### src/rtl/psram_port_arbiter.sv
// Two-port (video + CPU) arbiter in front of a single PSRAM controller.
// Optional CPU starvation guard is built when PSRAM_ARB_STARVE_GUARD_EN is defined.
module psram_port_arbiter #(
    parameter int STARVE_LIMIT = 8
) (
    input  logic        clk_mem,
    input  logic        reset_n,
    input  logic        vid_rd,
    input  logic [21:0] vid_addr,
    input  logic        vid_active,
    output logic        vid_busy,
    output logic [31:0] vid_q,
    output logic        vid_q_valid,
    input  logic        cpu_rd,
    input  logic        cpu_wr,
    input  logic [21:0] cpu_addr,
    input  logic [31:0] cpu_wdata,
    input  logic [3:0]  cpu_be,
    output logic        cpu_busy,
    output logic [31:0] cpu_q,
    output logic        cpu_q_valid,
    output logic        mem_rd,
    output logic        mem_wr,
    output logic [21:0] mem_addr,
    output logic [31:0] mem_wdata,
    output logic [3:0]  mem_be,
    input  logic        mem_busy,
    input  logic [31:0] mem_q,
    input  logic        mem_q_valid
);

    typedef enum logic [1:0] {
        IDLE    = 2'd0,
        RD_WAIT = 2'd1,
        WR_WAIT = 2'd2
    } state_t;

    state_t      state_r;
    logic        owner_r;
    logic        wr_guard_r;
    logic        vid_pend_r;
    logic [21:0] vid_addr_r;
    logic        cpu_pend_r;
    logic        cpu_we_r;
    logic [21:0] cpu_addr_r;
    logic [31:0] cpu_wdata_r;
    logic [3:0]  cpu_be_r;

    logic        vid_req_s;
    logic        cpu_req_s;
    logic [21:0] vid_req_addr_s;
    logic [21:0] cpu_req_addr_s;
    logic [31:0] cpu_req_wdata_s;
    logic [3:0]  cpu_req_be_s;
    logic        cpu_req_we_s;
    logic        cpu_first_s;
    logic        grant_vid_s;
    logic        grant_cpu_s;
    logic        rd_done_s;
    logic        wr_done_s;
    logic        vid_pend_nxt_s;
    logic        cpu_pend_nxt_s;
    logic        vid_own_nxt_s;
    logic        cpu_own_nxt_s;

`ifdef PSRAM_ARB_STARVE_GUARD_EN
    localparam logic [3:0] LIMIT_C = 4'(STARVE_LIMIT);
    logic [3:0] starve_cnt_r;
    logic       unused_cfg_s;

    assign unused_cfg_s = 1'b0;

    // Starvation counter: video grants made while the CPU waits.
    always_ff @(posedge clk_mem or negedge reset_n) begin
        if (!reset_n) begin
            starve_cnt_r <= 4'd0;
        end else if (!vid_active || grant_cpu_s) begin
            starve_cnt_r <= 4'd0;
        end else if (grant_vid_s && cpu_req_s && (starve_cnt_r != 4'hF)) begin
            starve_cnt_r <= starve_cnt_r + 4'd1;
        end else begin
            starve_cnt_r <= starve_cnt_r;
        end
    end

    assign cpu_first_s = (starve_cnt_r >= LIMIT_C) & vid_req_s & cpu_req_s;
`else
    logic unused_cfg_s;

    assign unused_cfg_s = vid_active | (STARVE_LIMIT == 32'sd0);
    assign cpu_first_s  = 1'b0;
`endif

    // Request view including a pulse arriving this cycle, so grants cost no extra cycle.
    always_comb begin
        vid_req_s       = vid_pend_r | vid_rd;
        cpu_req_s       = cpu_pend_r | cpu_rd | cpu_wr;
        vid_req_addr_s  = vid_pend_r ? vid_addr_r  : vid_addr;
        cpu_req_addr_s  = cpu_pend_r ? cpu_addr_r  : cpu_addr;
        cpu_req_wdata_s = cpu_pend_r ? cpu_wdata_r : cpu_wdata;
        cpu_req_be_s    = cpu_pend_r ? cpu_be_r    : cpu_be;
        cpu_req_we_s    = cpu_pend_r ? cpu_we_r    : cpu_wr;

        grant_vid_s = (state_r == IDLE) & ~mem_busy & vid_req_s & ~cpu_first_s;
        grant_cpu_s = (state_r == IDLE) & ~mem_busy & cpu_req_s & ~grant_vid_s;
        rd_done_s   = (state_r == RD_WAIT) & mem_q_valid;
        wr_done_s   = (state_r == WR_WAIT) & ~mem_wr & ~wr_guard_r & ~mem_busy;

        vid_pend_nxt_s = grant_vid_s ? 1'b0 : vid_req_s;
        cpu_pend_nxt_s = grant_cpu_s ? 1'b0 : cpu_req_s;
        vid_own_nxt_s  = grant_vid_s | ((state_r == RD_WAIT) & ~owner_r & ~rd_done_s);
        cpu_own_nxt_s  = grant_cpu_s |
                         ((state_r != IDLE) & owner_r & ~rd_done_s & ~wr_done_s);
    end

    // Arbitration FSM with request latches and registered outputs.
    always_ff @(posedge clk_mem or negedge reset_n) begin
        if (!reset_n) begin
            state_r     <= IDLE;
            owner_r     <= 1'b0;
            wr_guard_r  <= 1'b0;
            vid_pend_r  <= 1'b0;
            vid_addr_r  <= 22'd0;
            cpu_pend_r  <= 1'b0;
            cpu_we_r    <= 1'b0;
            cpu_addr_r  <= 22'd0;
            cpu_wdata_r <= 32'd0;
            cpu_be_r    <= 4'd0;
            mem_rd      <= 1'b0;
            mem_wr      <= 1'b0;
            mem_addr    <= 22'd0;
            mem_wdata   <= 32'd0;
            mem_be      <= 4'd0;
            vid_q       <= 32'd0;
            vid_q_valid <= 1'b0;
            cpu_q       <= 32'd0;
            cpu_q_valid <= 1'b0;
            vid_busy    <= 1'b0;
            cpu_busy    <= 1'b0;
        end else begin
            mem_rd      <= 1'b0;
            mem_wr      <= 1'b0;
            vid_q_valid <= 1'b0;
            cpu_q_valid <= 1'b0;
            vid_pend_r  <= vid_pend_nxt_s;
            cpu_pend_r  <= cpu_pend_nxt_s;
            vid_busy    <= vid_pend_nxt_s | vid_own_nxt_s;
            cpu_busy    <= cpu_pend_nxt_s | cpu_own_nxt_s;

            if (!vid_pend_r && vid_rd) begin
                vid_addr_r <= vid_addr;
            end
            if (!cpu_pend_r && (cpu_rd || cpu_wr)) begin
                cpu_we_r    <= cpu_wr;
                cpu_addr_r  <= cpu_addr;
                cpu_wdata_r <= cpu_wdata;
                cpu_be_r    <= cpu_be;
            end

            case (state_r)
                IDLE: begin
                    if (grant_vid_s) begin
                        mem_rd   <= 1'b1;
                        mem_addr <= vid_req_addr_s;
                        mem_be   <= 4'hF;
                        owner_r  <= 1'b0;
                        state_r  <= RD_WAIT;
                    end else if (grant_cpu_s) begin
                        mem_addr  <= cpu_req_addr_s;
                        mem_wdata <= cpu_req_wdata_s;
                        mem_be    <= cpu_req_be_s;
                        owner_r   <= 1'b1;
                        if (cpu_req_we_s) begin
                            mem_wr     <= 1'b1;
                            wr_guard_r <= 1'b1;
                            state_r    <= WR_WAIT;
                        end else begin
                            mem_rd  <= 1'b1;
                            state_r <= RD_WAIT;
                        end
                    end else begin
                        state_r <= IDLE;
                    end
                end
                RD_WAIT: begin
                    if (mem_q_valid) begin
                        if (owner_r) begin
                            cpu_q       <= mem_q;
                            cpu_q_valid <= 1'b1;
                        end else begin
                            vid_q       <= mem_q;
                            vid_q_valid <= 1'b1;
                        end
                        state_r <= IDLE;
                    end else begin
                        state_r <= RD_WAIT;
                    end
                end
                WR_WAIT: begin
                    // mem_busy is not trusted during the write pulse or the cycle after it.
                    if (mem_wr) begin
                        state_r <= WR_WAIT;
                    end else if (wr_guard_r) begin
                        wr_guard_r <= 1'b0;
                    end else if (!mem_busy) begin
                        state_r <= IDLE;
                    end else begin
                        state_r <= WR_WAIT;
                    end
                end
                default: begin
                    state_r <= IDLE;
                end
            endcase
        end
    end

endmodule

### config.mk
export PLATFORM = sky130hd
export DESIGN_NAME = psram_port_arbiter
export DESIGN_NICKNAME = d
export VERILOG_FILES = /design/src/rtl/psram_port_arbiter.sv
export SDC_FILE = /design/constraint.sdc
export NUM_CORES = 1
export LEC_CHECK = 0
export CORE_MARGIN = 1
export CORE_UTILIZATION = 48
export DETAILED_ROUTE_END_ITERATION = 8
export GPL_TIMING_DRIVEN = 0
export PLACE_DENSITY_LB_ADDON = 0.08
export SLEW_MARGIN = 20
export SYNTH_ARGS = -nofsm -noshare
export SYNTH_HDL_FRONTEND = slang
export SYNTH_SLANG_ARGS = --single-unit
export TNS_END_PERCENT = 30
### constraint.sdc
create_clock -name clk_mem -period 2.5 [get_ports clk_mem]
set_clock_uncertainty 0.2 [all_clocks]
set_input_delay 0.625 -clock clk_mem [delete_from_list [all_inputs] [get_ports clk_mem]]
set_output_delay 0.625 -clock clk_mem [all_outputs]
set_load 0.05 [all_outputs]
Word level (Yosys, flattened, before mapping)
Index checks and enable logic that the tools add are counted.
{"block": "word_totals", "output_inout_bits": 128, "elab_cells": 109, "input_bits": 120, "reg_bits": 215}
{"block": "op_classes", "bitwise": 27, "n_mux": 40, "eq_ne": 7, "reduce_logical": 14}
{"operator": "$mux W22", "n": 4}
{"operator": "$mux W32", "n": 1}
{"operator": "$mux W1", "n": 24}
{"operator": "$and A1 B1 Y1", "n": 13}
{"operator": "$mux W2", "n": 6}
{"operator": "$mux W4", "n": 3}
{"operator": "$reduce_and A3 Y1", "n": 3}
{"operator": "$ne A2 B2 Y1 const B", "n": 4}
{"operator": "$not A1 Y1", "n": 7}
{"operator": "$or A1 B1 Y1", "n": 7}
{"operator": "$pmux W2 S3", "n": 1}
{"operator": "$reduce_bool A2 Y1", "n": 3}
{"operator": "$reduce_and A5 Y1", "n": 1}
{"operator": "$ne A3 B3 Y1 const B", "n": 1}
{"operator": "$eq A2 B1 Y1 const B", "n": 1}
{"operator": "$eq A2 B2 Y1 const B", "n": 1}
{"operator": "$logic_and A1 B1 Y1", "n": 2}
{"operator": "$logic_not A1 Y1", "n": 2}
{"operator": "$logic_not A2 Y1", "n": 1}
{"operator": "$pmux W1 S2", "n": 1}
{"operator": "$reduce_and A2 Y1", "n": 1}
{"operator": "$logic_or A1 B1 Y1", "n": 1}

Longest topological paths before layout
Gate-level depths: netlist of run 1.
{"block": "depth", "ltp_word": 8, "ltp_mapped": 6, "mapped_depth_nobuf": 3}

Worst setup path after synthesis of run 1
Ideal clock, no wire load.
{"block": "synth_path", "path_type": "input to register", "startpoint": "in mem_busy", "endpoint": "reg mem_wdata[0]", "t_arrival_ns": 1.636, "path_buffers": 1, "required_time_ns": 2.176, "setup_time_ns": 0.124, "path_slack_ns": 0.539, "stages": 4, "cell_sequence": "or3_4 > nor3_4 > buf_8 > a21oi_2"}
{"block": "synth_between", "elab_chain_len": 6, "elab_cells_between_ends": 7, "classes_between": "bitwise: 6; reduce/logical: 1"}
{"element": "from (decl)", "line": "27", "rtl": "input logic mem_busy,"}
{"element": "$not A1 Y1 *", "line": "104, 105"}
{"element": "$and A1 B1 Y1 *", "line": "104, 105"}
{"element": "$and A1 B1 Y1", "line": "104", "rtl": "grant_vid_s = (state_r == IDLE) & ~mem_busy & vid_req_s & ~cpu_first_s;"}
{"element": "$not A1 Y1 (no source line)"}
{"element": "$and A1 B1 Y1", "line": "105", "rtl": "grant_cpu_s = (state_r == IDLE) & ~mem_busy & cpu_req_s & ~grant_vid_s;"}
{"element": "$reduce_and A3 Y1 (no source line) *"}
{"element": "to (signal assigned)", "line": "170", "rtl": "mem_wdata <= cpu_req_wdata_s;"}
{"element": "to (decl)", "line": "25", "rtl": "output logic [31:0] mem_wdata,"}
Every way passes the cells marked *; elsewhere a longest branch is shown, timed or not.
A chain may end at the register's enable or synchronous reset.

Final worst setup path of run 1
{"block": "layout_path", "startpoint": "reg cpu_q_valid", "endpoint": "out cpu_q_valid"}
{"element": "from (decl)", "line": "21", "rtl": "output logic cpu_q_valid,"}
{"element": "from (signal assigned)", "line": "137", "rtl": "cpu_q_valid <= 1'b0;"}
{"element": "from (signal assigned)", "line": "144", "rtl": "cpu_q_valid <= 1'b0;"}
{"element": "from (signal assigned)", "line": "189", "rtl": "cpu_q_valid <= 1'b1;"}
No word-level cell between the ends.

==> results of run 1 <==
==> layout make-up <==
cell class / count / area [sq um]
Buffer: 53 / 296.5
Clock buffer: 37 / 688.2
Clock inverter: 4 / 95.09
Fill cell: 1344 / 5862
Inverter: 6 / 22.52
Multi-Input combinational cell: 366 / 3412
Sequential cell: 215 / 5380
Tap cell: 234 / 292.8
Timing Repair Buffer: 249 / 2594
==> flip-flops by register name, indices dropped and copies added (netlist names), 2 cells and up <==
signal,cells
cpu_addr_r,22
cpu_be_r,4
cpu_q,32
cpu_wdata_r,32
mem_addr,22
mem_be,4
mem_wdata,32
state_r,2
vid_addr_r,22
vid_q,32
==> metrics by stage <==
| stage | util, % | total power (uW) | hold WS, ns | instances |
|---|---|---|---|---|
| global placement | 63.64 | 15670 | 0.2601 | 1120 |
| detailed placement | 63.96 | 15980 | 0.2726 | 1122 |
| global route | 68.56 | 19930 | 0.3067 | 1164 |
| finish | 68.56 | 19020 | 0.2823 | 1164 |
| floorplan | - | 12640 | 0.1294 | 640 |
| CTS | 67.85 | 19220 | 0.2867 | 1164 |
==> worst max-delay path by stage <==
| stage | start | end | slack (ns) |
|---|---|---|---|
| 2_1_floorplan | mem_busy | mem_wdata[0] | 0.54 |
| 3_3_place_gp | reset_n | cpu_wdata_r[6] | -7.92 |
| 3_5_place_dp | vid_rd | mem_wdata[5] | -0.53 |
| 4_1_cts | mem_addr[10] | mem_addr[10] | 0.0004 |
| 5_1_grt | cpu_q[31] | cpu_q[31] | 0.0002 |
| 6_report | cpu_q_valid | cpu_q_valid | 0.03 |
==> routing by layer <==
layer  GRT usage [%]  vias to the layer above  part of all wire, %
met5               0                        -                    0
met4           7.924                        0                  2.4
met3           5.643                       42                  6.6
met2           40.58                      232                   49
met1           31.67                     3276                   42
li1                -                     2961                    -
==> where the power goes <==
group / internal (uW) / total (uW) / switching (uW)
logic: 3440 / 9390 / 5950
clock network: 2180 / 3490 / 1310
registers: 5230 / 6130 / 909
==> repair_timing <==
item,in CTS,in global routing
hold buffers,1,0
pin swaps,0,0
hold endpoints to repair,49,0
resized for setup,58,53
endpoints found under the setup margin,69,53
buffers inserted,0,0
==> layout by cell type (no fill, tap or decap), drive strengths merged <==
| master | Yosys | layout |
|---|---|---|
| a21o | 1 | 1 |
| a21oi | 38 | 38 |
| a221oi | 22 | 22 |
| a2bb2oi | 5 | 5 |
| a31oi | 32 | 32 |
| buf | 31 | 34 |
| bufinv | 0 | 3 |
| clkbuf | 22 | 59 |
| clkdlybuf4s50 | 0 | 135 |
| clkinv | 0 | 1 |
| dfrtp | 215 | 215 |
| dlygate4sd2 | 0 | 57 |
| dlygate4sd3 | 0 | 1 |
| dlymetal6s2s | 0 | 53 |
| inv | 6 | 6 |
| mux2 | 144 | 144 |
| mux2i | 37 | 37 |
| nand2 | 1 | 1 |
| nand2b | 3 | 3 |
| nand4b | 1 | 1 |
| nor2 | 5 | 5 |
| nor2b | 1 | 1 |
| nor3 | 5 | 5 |
| nor3b | 1 | 1 |
| nor4b | 1 | 1 |
| o211ai | 14 | 14 |
| o21ai | 4 | 4 |
| o21ba | 1 | 1 |
| o221ai | 8 | 8 |
| o2bb2ai | 22 | 22 |
| o31a | 1 | 1 |
| o31ai | 1 | 1 |
| o41ai | 1 | 1 |
| or2 | 1 | 1 |
| or3 | 2 | 2 |
| or3b | 14 | 14 |
==> cell families (layout without fill, tap and decap cells) <==
group / after synthesis / after routing / share of synthesized area (%)
AO/OA/AOI/OAI: 150 / 150 / 12.47
buffers and inverters: 59 / 349 / 3.503
flip-flops: 215 / 215 / 59.07
multiplexers: 181 / 181 / 21.87
AND/OR/NAND/NOR: 35 / 35 / 3.091
==> impl_metrics.xml, run 1 <==
<?xml version="1.0" encoding="UTF-8"?>
<metrics>
  <group name="timing">
    <metric name="max_slew.worst_pin.slew" unit="ns">0.8421</metric>
    <metric name="final.period_utilization" unit="%">98.90</metric>
    <metric name="timing.final.ws_setup" unit="ns">0.02761</metric>
    <metric name="slew_viol_final" unit="">0</metric>
    <metric name="relative_slew_slack" unit="%">43.86</metric>
    <metric name="rsz_0062_raised_after_global_routing" unit="">false</metric>
    <metric name="clock.fmax" unit="GHz">0.4045</metric>
    <metric name="finalHoldViolCount" unit="">0</metric>
    <metric name="totalNegativeSetupSlack" unit="ns">0</metric>
    <metric name="setup_viol_count_final" unit="">0</metric>
    <metric name="final.min_clock_period" unit="ns">2.472</metric>
  </group>
  <group name="floorplanning">
    <metric name="core_area" unit="sq mm">0.01864</metric>
    <metric name="initial_utilization" unit="%">48.86</metric>
    <metric name="die_height" unit="microns">139.8</metric>
    <metric name="total_die_area" unit="sq mm">0.01953</metric>
    <metric name="io_pins" unit="">248</metric>
    <metric name="num_rows" unit="">50</metric>
    <metric name="die_width" unit="microns">139.8</metric>
  </group>
  <group name="logic_synthesis">
    <metric name="synth_sequential_area_ratio" unit="%">59.07</metric>
    <metric name="yosysMostFrequentCell" unit="">dfrtp_1</metric>
    <metric name="synth_flop_cell" unit="">dfrtp_1</metric>
    <metric name="synth_edf_count" unit="">0</metric>
    <metric name="mappedNetlistArea" unit="sq mm">0.009109</metric>
    <metric name="yosys.area.top_type" unit="">dfrtp_1</metric>
    <metric name="synthesis.nets" unit="">760</metric>
    <metric name="syn_avg_cell_area" unit="sq um">14.23</metric>
    <metric name="yosysTopAreaCellShare" unit="%">59.07</metric>
    <metric name="ys_ff_latch" unit="">215</metric>
    <metric name="synthTopCellsByArea" unit="">dfrtp_1, mux2_2, mux2i_1</metric>
    <metric name="synth_warnings" unit="">0</metric>
    <metric name="synthCells" unit="">640</metric>
    <metric name="synthArstFlopShare" unit="%">100.0</metric>
    <metric name="ys_types" unit="">39</metric>
    <metric name="post_synth_most_frequent_cells" unit="">dfrtp_1, mux2_2, mux2i_1</metric>
  </group>
  <group name="clock_tree">
    <metric name="clkSlewWorstSetupHoldPaths" unit="ns">0.06</metric>
    <metric name="cts-root-buf" unit="">clkbuf_16</metric>
    <metric name="clk_path_buf_depth" unit="">3</metric>
    <metric name="clock_sink_count" unit="">215</metric>
    <metric name="clk_latency" unit="ns">0.50</metric>
    <metric name="cts_buffers" unit="">23</metric>
    <metric name="h-tree-depth" unit="">1</metric>
    <metric name="cts_tree" unit="">built</metric>
  </group>
  <group name="worst_setup_path">
    <metric name="worst_path_largest_cell_delay" unit="ns">0.81</metric>
    <metric name="start_kind" unit="">flop</metric>
    <metric name="critPathTopFamily" unit="">buffers and inverters</metric>
    <metric name="regToRegEndpoint" unit="">mem_be[3]</metric>
    <metric name="worst_path_max_delay_cell" unit="">clkdlybuf4s50_1</metric>
    <metric name="worstReg2RegStart" unit="">cpu_pend_r</metric>
    <metric name="path_depth" unit="">1</metric>
    <metric name="critPathKind" unit="">reg -&gt; out</metric>
    <metric name="timing.critical_path.required" unit="ns">1.67</metric>
    <metric name="reg2reg_setup_slack" unit="ns">0.40</metric>
    <metric name="cp.buffers_inverters" unit="">1</metric>
    <metric name="worst_setup_path_end_kind" unit="">output pin</metric>
    <metric name="r2r_cells" unit="">4</metric>
    <metric name="worstPathCellList" unit="">clkdlybuf4s50_1</metric>
    <metric name="path_max_fanout" unit="">1</metric>
    <metric name="worst-endpoint-arrival" unit="ns">1.65</metric>
  </group>
  <group name="hold_path">
    <metric name="min-delay-path-class" unit="">reg -&gt; reg</metric>
    <metric name="hold_path_cells" unit="">1</metric>
    <metric name="hold_path_startpoint" unit="">mem_addr[3]</metric>
    <metric name="min_delay_worst_endpoint" unit="">mem_addr[3]</metric>
  </group>
  <group name="routing">
    <metric name="drc" unit="">0</metric>
    <metric name="route.vias.total" unit="">6511</metric>
    <metric name="drt_pass1_iterations" unit="">4</metric>
    <metric name="drtAntennaViolNets" unit="">0</metric>
    <metric name="drt-initial-drc-count" unit="">266</metric>
    <metric name="wire_per_inst" unit="microns">20.43</metric>
    <metric name="finalWirelength" unit="mm">23.78</metric>
    <metric name="avgViaCountPerCell" unit="">5.594</metric>
  </group>
  <group name="finish">
    <metric name="fin_nets" unit="">1034</metric>
    <metric name="post_route_cells_drive_above_1_share" unit="%">27.10</metric>
    <metric name="area_delta_synth_final" unit="%">40.32</metric>
    <metric name="antenna_cells_inserted" unit="">0</metric>
    <metric name="final_cell_area" unit="sq mm">0.01278</metric>
  </group>
  <group name="global_route">
    <metric name="antenna_found_initial" unit="">0</metric>
    <metric name="largest_net_degree_at_the_start_of_global_routing" unit="">94</metric>
    <metric name="grt_overflow_total" unit="">0</metric>
    <metric name="grt_pass1_vias" unit="">6877</metric>
    <metric name="grt_pass1_wl" unit="mm">37.62</metric>
    <metric name="grt_use_total" unit="%">24.43</metric>
  </group>
  <group name="power_and_ir_drop">
    <metric name="powerDensity" unit="mW/mm^2">1488</metric>
    <metric name="max-vdd-ir-drop" unit="uV">786.4</metric>
    <metric name="p_leak" unit="uW">0.005920</metric>
  </group>
  <group name="place">
    <metric name="port-buffer-count" unit="">246</metric>
    <metric name="routabilityCongestion" unit="">0.7911</metric>
    <metric name="pre_cts_slack" unit="ns">-0.5345</metric>
    <metric name="area_of_placed_instances" unit="sq mm">0.01192</metric>
    <metric name="dp.final_hpwl" unit="mm">16.85</metric>
  </group>
  <group name="run">
    <metric name="cap_violations" unit="">0</metric>
  </group>
  <group name="status">
    <metric name="status" unit="">finished, final reports clean</metric>
  </group>
</metrics>
No activity file was read; power rests on OpenSTA's default activity.
==> run 2: changes to the inputs <==
--- a/constraint.sdc
+++ b/constraint.sdc
@@ -4,2 +4,2 @@
 set_output_delay 0.625 -clock clk_mem [all_outputs]
-set_load 0.05 [all_outputs]
+set_load 0.01 [all_outputs]
==> impl_metrics.xml, run 2 (synthesis gave the netlist of run 1 again) <==
<?xml version="1.0" encoding="UTF-8"?>
<metrics>
  <group name="floorplanning">
    <metric name="core_area" unit="sq mm">0.01864</metric>
    <metric name="die_height" unit="microns">139.8</metric>
    <metric name="io_pins" unit="">248</metric>
    <metric name="total_die_area" unit="sq mm">0.01953</metric>
    <metric name="die_width" unit="microns">139.8</metric>
    <metric name="initial_utilization" unit="%">48.86</metric>
    <metric name="num_rows" unit="">50</metric>
  </group>
  <group name="global_route">
    <metric name="gr-usage-met1" unit="%">31.69</metric>
    <metric name="largest_net_degree_at_the_start_of_global_routing" unit="">94</metric>
    <metric name="grt_pass1_vias" unit="">6889</metric>
    <metric name="busiest_layer" unit="">met2</metric>
    <metric name="antenna_found_initial" unit="">0</metric>
    <metric name="grtUsageMet3" unit="%">5.643</metric>
    <metric name="grt_use_total" unit="%">24.41</metric>
    <metric name="grt_pass1_wl" unit="mm">37.60</metric>
    <metric name="grt_overflow_total" unit="">0</metric>
    <metric name="grt.met2_usage" unit="%">40.55</metric>
  </group>
  <group name="clock_tree">
    <metric name="clk_path_buf_depth" unit="">3</metric>
    <metric name="clock_sink_count" unit="">215</metric>
    <metric name="clk_latency" unit="ns">0.49</metric>
    <metric name="cts_buffers" unit="">23</metric>
    <metric name="postCtsSetupRepairBufs" unit="">0</metric>
    <metric name="cts_tree" unit="">built</metric>
    <metric name="cts-root-buf" unit="">clkbuf_16</metric>
    <metric name="clkSlewWorstSetupHoldPaths" unit="ns">0.06</metric>
    <metric name="h-tree-depth" unit="">1</metric>
  </group>
  <group name="power_and_ir_drop">
    <metric name="p_leak" unit="uW">0.005345</metric>
    <metric name="max-vdd-ir-drop" unit="uV">676.5</metric>
    <metric name="powerDensity" unit="mW/mm^2">1278</metric>
  </group>
  <group name="worst_setup_path">
    <metric name="r2r_cells" unit="">4</metric>
    <metric name="start_kind" unit="">input pin</metric>
    <metric name="worst_setup_path_end_kind" unit="">flop</metric>
    <metric name="worst_setup_path_startpoint" unit="">vid_rd</metric>
    <metric name="worst_setup_path_endpoint" unit="">mem_wdata[0]</metric>
    <metric name="path_max_fanout" unit="">10</metric>
    <metric name="timing.critical_path.required" unit="ns">2.72</metric>
    <metric name="worst-endpoint-arrival" unit="ns">2.59</metric>
    <metric name="worstReg2RegStart" unit="">cpu_pend_r</metric>
    <metric name="critPathKind" unit="">in -&gt; reg</metric>
    <metric name="reg2reg_setup_slack" unit="ns">0.38</metric>
    <metric name="regToRegEndpoint" unit="">mem_be[3]</metric>
  </group>
  <group name="routing">
    <metric name="route.vias.total" unit="">6503</metric>
    <metric name="avgViaCountPerCell" unit="">5.587</metric>
    <metric name="drt_pass1_iterations" unit="">5</metric>
    <metric name="wire_per_inst" unit="microns">20.28</metric>
    <metric name="finalWirelength" unit="mm">23.61</metric>
    <metric name="drt-initial-drc-count" unit="">269</metric>
    <metric name="drtAntennaViolNets" unit="">0</metric>
    <metric name="drc" unit="">0</metric>
  </group>
  <group name="status">
    <metric name="status" unit="">finished, final reports clean</metric>
  </group>
  <group name="place">
    <metric name="port-buffer-count" unit="">246</metric>
    <metric name="pre_cts_slack" unit="ns">-0.5345</metric>
    <metric name="routabilityCongestion" unit="">0.7911</metric>
    <metric name="dp.final_hpwl" unit="mm">16.85</metric>
    <metric name="numPlacedInstances" unit="">1122</metric>
  </group>
  <group name="hold_path">
    <metric name="min-delay-path-class" unit="">reg -&gt; reg</metric>
  </group>
  <group name="finish">
    <metric name="antenna_cells_inserted" unit="">0</metric>
    <metric name="post_route_cells_drive_above_1_share" unit="%">27.10</metric>
    <metric name="fin_nets" unit="">1034</metric>
    <metric name="final-instance-count-excl-fill" unit="">1164</metric>
    <metric name="area_delta_synth_final" unit="%">39.64</metric>
    <metric name="filler_cell_count" unit="">1346</metric>
    <metric name="layout.cells.most_common" unit="">clkdlybuf4s50_1</metric>
    <metric name="most-common-layout-cells" unit="">clkdlybuf4s50_1, dfrtp_1, mux2_2</metric>
    <metric name="fin_util" unit="%">68.23</metric>
  </group>
  <group name="timing">
    <metric name="relative_slew_slack" unit="%">44.47</metric>
    <metric name="rsz_0062_raised_after_global_routing" unit="">false</metric>
    <metric name="final.min_clock_period" unit="ns">2.370</metric>
    <metric name="timing.final.ws_setup" unit="ns">0.1301</metric>
    <metric name="clock.fmax" unit="GHz">0.4220</metric>
    <metric name="max_slew.worst_pin.slew" unit="ns">0.8329</metric>
    <metric name="final.period_utilization" unit="%">94.80</metric>
    <metric name="slew_viol_final" unit="">0</metric>
    <metric name="finalHoldViolCount" unit="">0</metric>
    <metric name="setup_viol_count_final" unit="">0</metric>
  </group>
  <group name="run">
    <metric name="cap_violations" unit="">0</metric>
  </group>
</metrics>
-- run 2: changes by cell type in the layout (fill, tap and decap cells not counted) --
cell	change
clkdlybuf4s50_1	+110
dlygate4sd2_1	-57
dlymetal6s2s_1	-53
-- run 2: per-stage QoR --
step	hold slack, ns	TNS [ns]	instance area, sq um	power, uW
final	0.2860	0	12720	16260
after global placement	0.2601	-1733.26	11860	12540
after global routing	0.3090	0	12720	17190
after detailed placement	0.2726	-37.88	11920	12850
after floorplan	0.1294	0	9109	9552
after CTS	0.2912	0	12720	16420
-- run 2: routing by layer --
| layer | vias to the layer above | part of all wire, % |
|---|---|---|
| met2 | 225 | 49 |
| met3 | 37 | 6.9 |
| li1 | 2963 | - |
| met1 | 3278 | 42 |
| met5 | - | 0 |
| met4 | 0 | 2.3 |
-- run 2: final cells by class --
type / instances / area, sq um / area share, %
flip-flops and latches: 215 / 5380 / 42.30
clock inverters: 4 / 95.09 / 0.7476
plain buffers: 53 / 296.5 / 2.331
repair buffers: 249 / 2532 / 19.91
inverters: 6 / 22.52 / 0.1771
well taps: 234 / 292.8 / 2.302
multi-input cells: 366 / 3412 / 26.82
clock buffers: 37 / 688.2 / 5.410
-- run 2: timing repair --
item | CTS | global route
resized for setup | 1 | 0
hold endpoints to repair | 49 | 0
setup endpoints to repair | 12 | 0
hold buffers | 1 | 0
-- run 2: how the worst min path moves through the flow --
stage	slack (ns)	end	depth (start not counted)	start
after detailed placement	0.27	mem_addr[8]	1	mem_addr[8]
after global placement	0.26	wr_guard_r	1	wr_guard_r
after global routing	0.31	cpu_q[21]	1	cpu_q[21]
after CTS	0.29	mem_addr[3]	1	mem_addr[3]
after floorplan	0.13	cpu_addr_r[0]	0	reset_n
final	0.29	mem_addr[3]	1	mem_addr[3]
-- run 2: where the power goes --
part | switching [uW] | internal (uW) | total (uW)
registers | 944 | 5230 | 6170
clock network | 1310 | 2180 | 3490
logic | 2790 | 3810 | 6600
-- run 2: critical path: stages --
cell and delay, ns:
clkdlybuf4s50_1 0.54, clkbuf_1 0.29, nor2_2 0.41, clkbuf_1 0.40
a31oi_1 0.18, a21oi_2 0.13
